===== config.mk =====
export PLATFORM = sky130hd
export DESIGN_NAME = rr_arb_32_flat
export DESIGN_NICKNAME = d
export VERILOG_FILES = /design/src/rtl/hydra_pkg.sv /design/src/rtl/rr_arb_32_if.sv /design/src/rtl/rr_pick_32.sv /design/src/rtl/rr_arb_32.sv /design/src/flat_wrapper.sv
export SDC_FILE = /design/constraint.sdc
export NUM_CORES = 1
export LEC_CHECK = 0
export ABC_AREA = 1
export BUFFER_PORTS_ARGS = -buffer_cell sky130_fd_sc_hd__buf_4
export CORE_MARGIN = 3
export CORE_UTILIZATION = 35
export CTS_BUF_LIST = sky130_fd_sc_hd__clkbuf_2 sky130_fd_sc_hd__clkbuf_4 sky130_fd_sc_hd__clkbuf_8
export CTS_CLUSTER_DIAMETER = 150
export DETAILED_ROUTE_END_ITERATION = 8
export PLACE_DENSITY = 0.59
export SYNTH_ARGS = -nofsm -noshare
export SYNTH_HDL_FRONTEND = slang
export SYNTH_SLANG_ARGS = --single-unit

===== constraint.sdc =====
create_clock -name clk -period 4.7 [get_ports clk]
set_clock_uncertainty 0.15 [all_clocks]
set_input_delay 0.94 -clock clk [delete_from_list [all_inputs] [get_ports clk]]
set_output_delay 0.94 -clock clk [all_outputs]
set_load 0.1 [all_outputs]

===== src/rtl/hydra_pkg.sv =====
// hydra_pkg -- shared constants and types for the 32-port round-robin arbiter.
//   PORT_NUM    : number of requesting ports
//   PORT_W      : width of a port index / rotating pointer
//   state_t     : arbiter state (IDLE = no grant, BUSY = one grant held)
//   onehot_idx  : one-hot grant vector to port index
package hydra_pkg;

    localparam int PORT_NUM = 32;
    localparam int PORT_W   = 5;
    localparam int HOLD_W   = 8;

    typedef enum logic {
        IDLE = 1'b0,
        BUSY = 1'b1
    } state_t;

    // Index of the set bit; the input is one-hot or zero so OR-ing is exact.
    function automatic logic [PORT_W-1:0] onehot_idx(input logic [PORT_NUM-1:0] oh);
        logic [PORT_W-1:0] idx;
        idx = '0;
        for (int i = 0; i < PORT_NUM; i++) begin
            if (oh[i]) idx = idx | PORT_W'(i);
        end
        return idx;
    endfunction

endpackage


===== src/rtl/rr_arb_32_if.sv =====
// rr_arb_32_if -- request/grant bundle between requesters and the arbiter.
//   req       : per-port request (driven by master)
//   grant     : registered one-hot grant or zero (driven by slave)
//   grant_vld : high exactly when grant is non-zero
//   preempt   : one-cycle pulse after a hold-timeout revocation
interface rr_arb_32_if;
    import hydra_pkg::*;

    logic [PORT_NUM-1:0] req;
    logic [PORT_NUM-1:0] grant;
    logic                grant_vld;
    logic                preempt;

    modport master (output req, input grant, grant_vld, preempt);
    modport slave  (input req, output grant, grant_vld, preempt);

endinterface


===== src/rtl/rr_pick_32.sv =====
// rr_pick_32 -- combinational rotating first-set-bit search.
//   req    : candidate request vector
//   ptr    : highest-priority port; order is ptr, ptr+1, ..., ptr-1 (mod 32)
//   mask   : ports excluded from this search
//   onehot : selected port, one-hot, or zero when no candidate remains
module rr_pick_32
    import hydra_pkg::*;
(
    input  logic [PORT_NUM-1:0] req,
    input  logic [PORT_W-1:0]   ptr,
    input  logic [PORT_NUM-1:0] mask,
    output logic [PORT_NUM-1:0] onehot
);

    logic [PORT_NUM-1:0]   cand;
    logic [2*PORT_NUM-1:0] dbl;
    logic [PORT_NUM-1:0]   rot;
    logic [PORT_NUM-1:0]   lsb;
    logic [2*PORT_NUM-1:0] back;

    always_comb begin
        cand   = req & ~mask;
        // Rotate right by ptr so the highest-priority port lands on bit 0.
        dbl    = {cand, cand};
        rot    = dbl[ptr +: PORT_NUM];
        // Isolate the lowest set bit of the rotated vector.
        lsb    = rot & (~rot + {{(PORT_NUM-1){1'b0}}, 1'b1});
        // Rotate left by ptr; the upper half holds the wrapped result.
        back   = {lsb, lsb} << ptr;
        onehot = back[2*PORT_NUM-1:PORT_NUM];
    end

endmodule


===== src/rtl/rr_arb_32.sv =====
// rr_arb_32 -- 32-port round-robin arbiter with a bounded hold time.
//   clk       : clock, all state updates on its rising edge
//   rst       : asynchronous active-high reset
//   bus.req   : per-port request
//   bus.grant : registered one-hot grant (or zero)
//   bus.grant_vld : high exactly when grant is non-zero
//   bus.preempt   : one-cycle pulse aligned with the grant that follows a
//                   hold-timeout revocation
// MAX_HOLD (1..255) caps consecutive cycles of one grant. On any release the
// pointer moves past the holder and a new winner is chosen in the same cycle,
// so grants hand over back-to-back without an idle cycle.
module rr_arb_32
    import hydra_pkg::*;
#(
    parameter int MAX_HOLD = 16
) (
    input  logic         clk,
    input  logic         rst,
    rr_arb_32_if.slave   bus
);

    localparam logic [HOLD_W-1:0] HOLD_LIM = HOLD_W'(MAX_HOLD);

    state_t              state,    state_n;
    logic [PORT_NUM-1:0] grant_q,  grant_n;
    logic                vld_q,    vld_n;
    logic                pre_q,    pre_n;
    logic [PORT_W-1:0]   ptr,      ptr_n;
    logic [HOLD_W-1:0]   cnt,      cnt_n;

    logic [PORT_W-1:0]   holder;
    logic                holder_req;
    logic                timeout;
    logic [PORT_W-1:0]   pick_ptr;
    logic [PORT_NUM-1:0] pick;

    assign holder     = onehot_idx(grant_q);
    assign holder_req = |(bus.req & grant_q);
    assign timeout    = (cnt == HOLD_LIM);

    // While busy, search starts just past the holder (the pointer it would
    // get on release); in IDLE grant_q is zero so the mask is a no-op.
    assign pick_ptr = (state == BUSY) ? holder + 5'd1 : ptr;

    rr_pick_32 u_pick (
        .req    (bus.req),
        .ptr    (pick_ptr),
        .mask   (grant_q),
        .onehot (pick)
    );

    always_ff @(posedge clk or posedge rst) begin
        if (rst) begin
            state   <= IDLE;
            grant_q <= '0;
            vld_q   <= 1'b0;
            pre_q   <= 1'b0;
            ptr     <= '0;
            cnt     <= '0;
        end else begin
            state   <= state_n;
            grant_q <= grant_n;
            vld_q   <= vld_n;
            pre_q   <= pre_n;
            ptr     <= ptr_n;
            cnt     <= cnt_n;
        end
    end

    always_comb begin
        state_n = state;
        grant_n = grant_q;
        pre_n   = 1'b0;
        ptr_n   = ptr;
        cnt_n   = cnt;
        case (state)
            IDLE: begin
                if (|bus.req) begin
                    grant_n = pick;
                    cnt_n   = 8'd1;
                    state_n = BUSY;
                end
            end
            BUSY: begin
                if (!holder_req || timeout) begin
                    ptr_n   = pick_ptr;
                    // Only a revocation of a still-requesting holder is a preemption.
                    pre_n   = holder_req && timeout;
                    grant_n = pick;
                    if (|pick) begin
                        cnt_n = 8'd1;
                    end else begin
                        cnt_n   = '0;
                        state_n = IDLE;
                    end
                end else begin
                    cnt_n = cnt + 8'd1;
                end
            end
            default: begin
                state_n = IDLE;
                grant_n = '0;
                cnt_n   = '0;
            end
        endcase
        vld_n = |grant_n;
    end

    assign bus.grant     = grant_q;
    assign bus.grant_vld = vld_q;
    assign bus.preempt   = pre_q;

endmodule

===== src/flat_wrapper.sv =====
// flat-port wrapper written by rule: the top's interface ports become plain ports
module rr_arb_32_flat import hydra_pkg::*;
#(
    parameter int MAX_HOLD = 16
)
  (clk, rst, bus_req, bus_grant, bus_grant_vld, bus_preempt);
  rr_arb_32_if bus_i ();
  input  logic clk;
  input  logic rst;
  input wire logic [$bits(bus_i.req)-1:0] bus_req;
  output wire logic [$bits(bus_i.grant)-1:0] bus_grant;
  output wire logic [$bits(bus_i.grant_vld)-1:0] bus_grant_vld;
  output wire logic [$bits(bus_i.preempt)-1:0] bus_preempt;
  assign bus_i.req = bus_req;
  assign bus_grant = bus_i.grant;
  assign bus_grant_vld = bus_i.grant_vld;
  assign bus_preempt = bus_i.preempt;
  rr_arb_32 #(.MAX_HOLD(MAX_HOLD)) u_core (.clk(clk), .rst(rst), .bus(bus_i));
endmodule

== Word level (Yosys, flattened, before mapping) ==
Cells that the tools add are included.

* Output and inout bits: 34
* Register bits: 48
* Input bits: 34
* Word-level logic and storage cells: 88

* Bitwise operators: 6
* Add/subtract/negate cells: 3
* Multiplexer cells: 58
* Reductions and logical operators: 9
* Shift-type cells: 2
* Eq/ne operators: 4

{| class="wikitable"
|+ Operators by type and width
! operator !! count
|-
| $mux 32 || 4
|-
| $reduce_or 32->1 || 4
|-
| $and 32x32->32 || 3
|-
| $mux 5 || 19
|-
| $not 32->32 || 2
|-
| $pmux 32 s2 || 1
|-
| $shiftx 64x6->32 || 1
|-
| $shl 64x5->64 || 1
|-
| $mux 8 || 6
|-
| $add 32x1->32 const B || 1
|-
| $mux 4 || 8
|-
| $pmux 8 s2 || 1
|-
| $mux 1 || 12
|-
| $mux 3 || 4
|-
| $add 8x1->8 const B || 1
|-
| $eq 8x5->1 const B || 1
|-
| $add 5x1->5 const B || 1
|-
| $mux 2 || 2
|-
| $ne 2x2->1 const B || 2
|-
| $ne 3x1->1 const B || 1
|-
| $reduce_and 3->1 || 1
|-
| $pmux 1 s2 || 1
|-
| $reduce_and 2->1 || 1
|-
| $logic_and 1x1->1 || 1
|-
| 3 further kinds || 3
|}

== Depth between registers and ports, before layout ==
Gate-level depths: netlist of run 1.

* Depth after elaboration: 45
* Mapped depth: 39

== By module ==
Synthesis of run 1 repeated with hierarchy kept, for this count alone.

* Cell total of the unflattened synthesis: 1603
* Area, all modules: 8364.3 sq um

{| class="wikitable"
|+ Modules (own cells, without submodules)
! module !! cells each !! sequential area each (sq um) !! instances !! area each (sq um)
|-
| rr_pick_32 || 1152 || 0.0 || 1 || 5266.3
|-
| rr_arb_32 || 451 || 1201.2 || 1 || 3098.0
|}

== Worst setup path before layout of run 1 ==
No wires, ideal clock.

* Path type: register to register
* Start point: register u_core.grant_q[13] (netlist: u_core.bus.grant[13])
* End point: register u_core.vld_q (netlist: u_core.bus.grant_vld)
* Arrival: 4.328 ns
* Clock period less this slack: 4.543 ns
* Library setup time: 0.065 ns
* Data required time: 4.485 ns
* Path slack: 0.157 ns
* Stages on the path, launching flop included: 34
* Cells stage by stage: dfrtp_1 > nor2_2 > nand2_1 > nor2_1 > nand2_1 > ha_1 > nand2_1 > o21ai_0 > inv_1 > buf_2 > buf_1 > nand3_1 > nand3_1 > nand3_1 > nand3_1 > nand2_2 > nor2_1 > nand3_2 > nor2_8 > nand2_2 > nand2_1 > nand2_1 > nand2_1 > nand3_1 > nand3_1 > nand2_1 > o21a_1 > nand2_1 > o21ai_1 > nand2_1 > nor2_1 > nand2_1 > nor2_1 > nand2_1

* Word-level cells in the longest chain between the ends: 30

{| class="wikitable"
|+ Ends and longest elaborated chain
! what !! RTL line !! RTL
|-
| from (decl) || rr_arb_32.sv:25 || <nowiki>logic [PORT_NUM-1:0] grant_q, grant_n;</nowiki>
|-
| from (signal assigned) || rr_arb_32.sv:62 || <nowiki>grant_q <= grant_n;</nowiki>
|-
| $mux 4 (3 in a row) || hydra_pkg.sv:22 || <nowiki>if (oh[i]) idx = idx | PORT_W'(i);</nowiki>
|-
| $mux 5 (16 in a row) || hydra_pkg.sv:22 ||
|-
| $add 5x1->5 || rr_arb_32.sv:43 || <nowiki>assign pick_ptr = (state == BUSY) ? holder + 5'd1 : ptr;</nowiki>
|-
| $mux 5 || rr_arb_32.sv:43 ||
|-
| $shiftx 64x6->32 || rr_pick_32.sv:25 || <nowiki>rot = dbl[ptr +: PORT_NUM];</nowiki>
|-
| $not 32->32 || rr_pick_32.sv:27 || <nowiki>lsb = rot & (~rot + {{(PORT_NUM-1){1'b0}}, 1'b1});</nowiki>
|-
| $add 32x1->32 || rr_pick_32.sv:27 ||
|-
| $and 32x32->32 || rr_pick_32.sv:27 ||
|-
| $shl 64x5->64 || rr_pick_32.sv:29 || <nowiki>back = {lsb, lsb} << ptr;</nowiki>
|-
| $mux 32 (on tied branches) || rr_arb_32.sv:85, rr_arb_32.sv:78 ||
|-
| $mux 32 || rr_arb_32.sv:76 || <nowiki>case (state)</nowiki>
|-
| $pmux 32 s2 (*) || rr_arb_32.sv:76 ||
|-
| $reduce_or 32->1 (*) || rr_arb_32.sv:106 || <nowiki>vld_n = |grant_n;</nowiki>
|-
| net u_core.vld_n || rr_arb_32.sv:26 || <nowiki>logic vld_q, vld_n;</nowiki>
|-
| to (signal assigned) || rr_arb_32.sv:63 || <nowiki>vld_q <= vld_n;</nowiki>
|-
| to (decl) || rr_arb_32.sv:26 ||
|}

The timed path passes the listed nets; every way through them passes the cells marked *. The select of a mux whose other input is x is not followed.
A chain may end at the register's enable or synchronous reset.

== Worst setup path after layout of run 1 ==
* Start point: register u_core.grant_q[5] (netlist: u_core.bus.grant[5])
* End point: register u_core.state

* Word-level cells in the longest chain between the ends: 37

{| class="wikitable"
|+ Ends and longest elaborated chain
! what !! RTL line !! RTL
|-
| $mux 3 (3 in a row) || hydra_pkg.sv:22 ||
|-
| $mux 4 (8 in a row) || hydra_pkg.sv:22 ||
|-
| $mux 5 (16 in a row) || hydra_pkg.sv:22 ||
|-
| $add 5x1->5 || rr_arb_32.sv:43 ||
|-
| $mux 5 || rr_arb_32.sv:43 ||
|-
| $shiftx 64x6->32 || rr_pick_32.sv:25 ||
|-
| $not 32->32 || rr_pick_32.sv:27 ||
|-
| $add 32x1->32 || rr_pick_32.sv:27 ||
|-
| $and 32x32->32 || rr_pick_32.sv:27 ||
|-
| $shl 64x5->64 || rr_pick_32.sv:29 ||
|-
| $reduce_or 32->1 || rr_arb_32.sv:90 || <nowiki>if (|pick) begin</nowiki>
|-
| $ne 2x2->1 (no source line) || - ||
|-
| $reduce_and 3->1 (no source line) (*) || - ||
|-
| to (signal assigned) || rr_arb_32.sv:61 || <nowiki>state <= state_n;</nowiki>
|-
| to (decl) || rr_arb_32.sv:24 || <nowiki>state_t state, state_n;</nowiki>
|}

Mark *: on every way between the ends. The rest lies on a longest branch, timed or not.

==> results_dict.tcl, run 1 <==
set metrics [dict create \
    rsz0062_at_grt "true" \
    drive_gt1_share_pct 23.9 \
    finalSetupViolCount 0 \
    crit_top_cell "nand2_1" \
    clock_latency_ps 310 \
    numCtsBuffers 5 \
    cp-start-kind "flip-flop" \
    slew_viol_final 0 \
    synthFlopType "dfrtp_1" \
    root_buffer "clkbuf_8" \
    fp.dieH_um 168 \
    worst-endpoint-required_ps 4770 \
    holdBufCountCts 0 \
    final_cell_mix "686 x nand2_1, 448 x nand3_1, 235 x buf_4" \
    critPathCaptureType "flip-flop" \
    min_path_type "reg2reg" \
    htree_levels 2 \
    synth_edf_count 0 \
    p_int_uw 2550 \
    grt.overflow.total 0 \
    p_sw_share_pct 61.1 \
    status "completed" \
    layout_commonest_cell "nand2_1" \
    worst_path_max_delay_cell "dfrtp_1" \
    min_from "u_core.ptr[2]" \
    arrival_ps 4760 \
    slew_headroom_pct 29.0 \
    netlist_area_um2 9200 \
    seqPwrFrac_pct 12.0 \
    postSynthCellCount 1823 \
    synth_seq_area_share_pct 13.1 \
    place_area_um2 11200 \
    timing.final.crit_period_ps 4690 \
    async_flop_share_pct 100 \
    diodes 0 \
    routedWlPerCell_um 17.9 \
    yosysUniqueCellTypes 42 \
    drtAntennaViolNets 0 \
    drc 0 \
    p_total_uw 6550 \
    fmax_mhz 213 \
    wl_mm 41.5 \
    holdWs_ps 378 \
    synth_area_leaders "nand2_1 30%, nand3_1 28%, dfrtp_1 13%" \
    slowest_delay_ps 420 \
    grt_pass1_vias 11700 \
    maxCapViolations 0 \
    synth-seq-cells 48 \
    power.switching_uw 4000 \
    die_x_um 168 \
    tightest_slew_ps 1060 \
    cts_tree "done" \
    synth_nets 1860 \
    clock-sinks 48 \
    startpoint "u_core.bus.grant[5]" \
    dpl.hpwl_mm 32.5 \
    initialDrtViolationCount 1790 \
    peakVddDrop_uv 610 \
    io_pins 68 \
    grt_antenna_before_repair 0 \
    areaGrowthSynthToFinish_pct 30.8 \
    combPwrFrac_pct 83.1 \
    p_clk_share_pct 4.9 \
    die-area_um2 28300 \
    globalplace.congestion 1.02 \
    num_rows 58 \
    yosys.area.top_type "nand2_1" \
    path_clk_slew_ps 100 \
    grtUsageTotal_pct 27.3 \
    final_nets 2024 \
    design_area_um2 12000 \
    p_leak_uw 0.00649 \
    start_util_pct 36.1 \
    synth_top_area_share_pct 30.3 \
    r2r_start "u_core.bus.grant[5]" \
    synth.avg_cell_area_um2 5.05 \
    fin_crit_sh_pct 99.9 \
    grt_pass1_wl_mm 62.8 \
    grt_start_max_net_pins 49 \
    via_per_inst 5.62 \
    max-clock-path-buffers 2 \
    core-area_um2 25500 \
    hold_violations 0 \
    critPathKind "reg2reg" \
    utilization_pct 47.2 \
    crit_fanout 13 \
    powerDensity_nw_per_um2 544 \
    port_buffers 67 \
    yosysWarnings 0 \
    fillers 2719 \
    firstDrtPassIters 7 \
    vias 13000 \
]
## registers in the layout (all words and copies together), names as in the netlist
register              flops
u_core.bus.grant         32
u_core.cnt                8
u_core.ptr                5
u_core.bus.grant_vld      1
u_core.bus.preempt        1
u_core.state              1
## power groups by stage
stage	logic, µW	clock network, µW	registers, µW
final	5450	319	785
after global routing	5830	338	803
after CTS	5090	326	765
after detailed placement	5050	0	774
after global placement	5030	0	771
after floorplan	2190	0	1770
## cell usage after synthesis, types with 3 or more instances
cell type	number
nand2_1	743
nand3_1	508
inv_1	136
nor2_1	121
dfrtp_1	48
buf_2	43
o21ai_1	29
buf_1	23
nand2_2	18
o21ai_0	16
clkbuf_1	13
buf_4	12
a21oi_1	10
nand4_1	10
nor2_2	8
nor4_1	8
o22ai_1	8
buf_6	7
inv_2	6
nand3_2	6
xor2_1	6
nor2_4	5
a221oi_1	4
nor2_8	4
or2_2	4
ha_1	3
o21bai_1	3
## timing repair
item                       in CTS  in global routing
gates resized for setup        15                154
setup endpoints to repair       5                 35
pin swaps                       0                 19
setup buffers                   1                  5
cloned                          1                  2
## path summary, 6_finish.rpt
| kind | end | slack (ps) | cells past startpoint |
|---|---|---|---|
| max | u_core.state | 7 | 34 |
| min | u_core.ptr[2] | 380 | 2 |
| max reg2reg | u_core.state | 7 | 34 |
| min reg2reg | u_core.ptr[2] | 380 | 2 |
| max in group asynchronous | u_core.bus.grant[19] | 2940 | 2 |
| min in group asynchronous | u_core.bus.grant[18] | 730 | 2 |
## through the flow
| stage | worst slack [ps] | setup TNS, ps | std cells |
|---|---|---|---|
| after global placement | -71.7 | -171 | 2301 |
| after floorplan | 157 | 0 | 1823 |
| after global routing | -274 | -1710 | 2318 |
| after CTS | 25.3 | 0 | 2311 |
| after detailed placement | -56.5 | -77.2 | 2301 |
| final | 6.73 | 0 | 2318 |
## critical path: cells and delay by family, from the launching register on
family                     cells  cell delay [ps]
DFF                            1              420
and+or+nand+nor               27             2810
buffers and inverters          3              450
AOI/OAI and AO/OA              3              450
adders and majority gates      1              330
## per-layer routing
| layer | global-route usage [%] | up-vias | part of all wire (%) |
|---|---|---|---|
| met4 | 10.6 | 0 | 4.8 |
| met3 | 2.51 | 119 | 8.9 |
| met2 | 42.7 | 750 | 43 |
| li1 | - | 6265 | - |
| met1 | 38.9 | 5891 | 43 |
| met5 | 0 | - | 0 |
## cells by family (layout without fill, tap and decap cells)
logic type | count (synthesis) | count (layout) | share of synthesized area (%)
flops | 48 | 48 | 13.1
buf+inv | 240 | 405 | 11.4
mux | 1 | 1 | 0.109
compound gates | 77 | 77 | 4.79
simple gates | 1448 | 1448 | 69.6
fa+ha+maj | 3 | 3 | 0.408
xor+xnor | 6 | 6 | 0.571
## area by class of cell
| cell class | instances | area (µm²) | share of cell area [%] |
|---|---|---|---|
| inverters | 142 | 536 | 4.45 |
| multi-input cells | 1535 | 7590 | 63.1 |
| well taps | 330 | 413 | 3.43 |
| clock buffers | 5 | 68.8 | 0.572 |
| repair buffers | 255 | 2170 | 18.1 |
| clock inverters | 3 | 46.3 | 0.385 |
| flip-flops and latches | 48 | 1200 | 10.0 |
(Power assumes the default switching activity.)
==> inputs of run 2 (changes only) <==
--- a/config.mk
+++ b/config.mk
@@ -13,6 +13,8 @@
 export CTS_CLUSTER_DIAMETER = 150
 export DETAILED_ROUTE_END_ITERATION = 8
 export PLACE_DENSITY = 0.59
+export RECOVER_POWER = 25
+export REMOVE_ABC_BUFFERS = 1
 export SYNTH_ARGS = -nofsm -noshare
 export SYNTH_HDL_FRONTEND = slang
 export SYNTH_SLANG_ARGS = --single-unit
==> results_dict.tcl, run 2 (synthesis results as in run 1) <==
set metrics [dict create \
    status "finished with violations" \
    violations "max-capacitance violations, max-slew violations, negative setup slack" \
    ff_latch_area_um2 1200 \
    fp.dieH_um 168 \
    slowest_delay_ps 440 \
    largest_reg_flops 32 \
    numCtsBuffers 5 \
    crit_top_cell "nand2_1" \
    layout_commonest_cell "nand2_1" \
    critPathCaptureType "flip-flop" \
    areaGrowthSynthToFinish_pct 33.0 \
    r2r_slack_ps -20 \
    clock-sinks 48 \
    p_leak_uw 0.00662 \
    finalSetupViolCount 2 \
    timing.final.crit_period_ps 4720 \
    hold_violations 0 \
    drtAntennaViolNets 0 \
    globalplace.congestion 1.02 \
    fmax_mhz 212 \
    die-area_um2 28300 \
    vias 13200 \
    initialDrtViolationCount 2008 \
    root_buffer "clkbuf_8" \
    utilization_pct 48.0 \
    p_total_uw 6690 \
    diodes 0 \
    max-clock-path-buffers 2 \
    die_x_um 168 \
    path_clk_slew_ps 120 \
    num_rows 58 \
    worst-endpoint-required_ps 4790 \
    io_pins 68 \
    via_per_inst 5.65 \
    rsz0062_at_grt "true" \
    routedWlPerCell_um 18.2 \
    grt_antenna_before_repair 0 \
    seqPwrFrac_pct 11.4 \
    wl_met3_mm 3.78 \
    grtUsageTotal_pct 27.9 \
    peakVddDrop_uv 706 \
    startpoint "u_core.bus.grant[7]" \
    fillers 2747 \
    slew_headroom_pct -27.8 \
    wl_mm 42.7 \
    wl_met1_mm 18.4 \
    timing.rr.end "u_core.state" \
    multi_input_area_um2 7640 \
    slew_viol_final 49 \
    ff2ff_path_depth 34 \
    final_nets 2050 \
    pre_cts_ws_ps -213 \
    final_cell_mix "674 x nand2_1, 452 x nand3_1, 262 x buf_4" \
    drc 0 \
    endpoint "u_core.state" \
    powerDensity_nw_per_um2 547 \
    tightest_slew_ps 1920 \
    grt_start_max_net_pins 49 \
    crit_fanout 26 \
    setup_ws_ps -18.8 \
    p_clk_share_pct 4.9 \
    start_util_pct 36.1 \
    fin_crit_sh_pct 100 \
    drive_gt1_share_pct 25.5 \
    routed.top_layer "met4" \
    maxCapViolations 1 \
    dr_wl_met2_mm 19.1 \
    core-area_um2 25500 \
    htree_levels 2 \
    arrival_ps 4810 \
    critPathKind "reg2reg" \
    firstDrtPassIters 9 \
    combPwrFrac_pct 83.7 \
    port_buffers 67 \
    r2r_start "u_core.bus.grant[7]" \
    cts_tree "done" \
    grt.overflow.total 0 \
    grt_pass1_wl_mm 63.6 \
    power.switching_uw 4080 \
    p_sw_share_pct 61.0 \
    clock_latency_ps 330 \
    worst_path_max_delay_cell "dfrtp_1" \
    dpl.hpwl_mm 33.8 \
    grt_pass1_vias 11500 \
    min_path_type "reg2reg" \
    cp-start-kind "flip-flop" \
    p_int_uw 2610 \
]
run 2: cell types whose count changed in the layout (fill, tap and decap cells not counted), moves of 6 or more:
cell / before / now
buf_4: 235 / 262
nand2_2: 69 / 83
nor2_1: 101 / 95
nand2_1: 686 / 674
run 2: routing by layer:
metal  GRT usage, %  vias up
li1               -     6307
met1           40.2     6067
met2           44.3      771
met3           3.01      103
met4           7.83        0
met5              0        -
run 2: critical path, delay by kind of cell, from the launching register on:
kind / cells / cell delay, ps
compound gates: 2 / 370
fa+ha+maj: 1 / 180
buf+inv: 3 / 470
flops: 1 / 440
simple gates: 28 / 2980
run 2: how the worst min path moves through the flow:
stage	from	end	slack (ps)	cells past startpoint
4_1_cts	u_core.ptr[3]	u_core.ptr[3]	380	2
3_3_place_gp	u_core.ptr[2]	u_core.ptr[2]	330	2
2_1_floorplan	u_core.ptr[0]	u_core.ptr[0]	320	2
3_5_place_dp	u_core.ptr[3]	u_core.ptr[3]	350	2
5_1_grt	u_core.ptr[3]	u_core.ptr[3]	420	2
6_report	u_core.ptr[3]	u_core.ptr[3]	380	2
run 2: area by class of cell:
type / instances / area share, %
inverter: 142 / 4.40
clock inverter: 3 / 0.389
tap: 330 / 3.37
multi-input combinational: 1536 / 62.5
timing repair buffer: 280 / 19.0
clock buffer: 5 / 0.562
sequential: 48 / 9.83
run 2: timing repair:
item                                    4_1_cts  5_1_grt
gates cloned                                  1        3
hold buffers                                  0        0
endpoints found under the setup margin       11       35
gates resized for setup                      28      157
pin swaps                                     2       17
setup buffers                                 3        9
run 2: power by group through the flow:
stage          Combinational [µW]  Sequential [µW]  Clock [µW]
3_5_place_dp                 5150              756           0
6_report                     5600              761         330
5_1_grt                      5970              782         343
4_1_cts                      5240              748         331
2_1_floorplan                2150             1770           0
3_3_place_gp                 5150              753           0
run 2: metrics by stage:
step / cells / hold WS [ps] / TNS, ps / cell area (µm²)
after floorplan: 1725 / 317 / -208830 / 8680
after global placement: 2320 / 334 / -352 / 11300
after detailed placement: 2320 / 350 / -783 / 11300
after CTS: 2332 / 378 / 0 / 11500
after global routing: 2344 / 423 / -4010 / 12200
final: 2344 / 383 / -24.0 / 12200
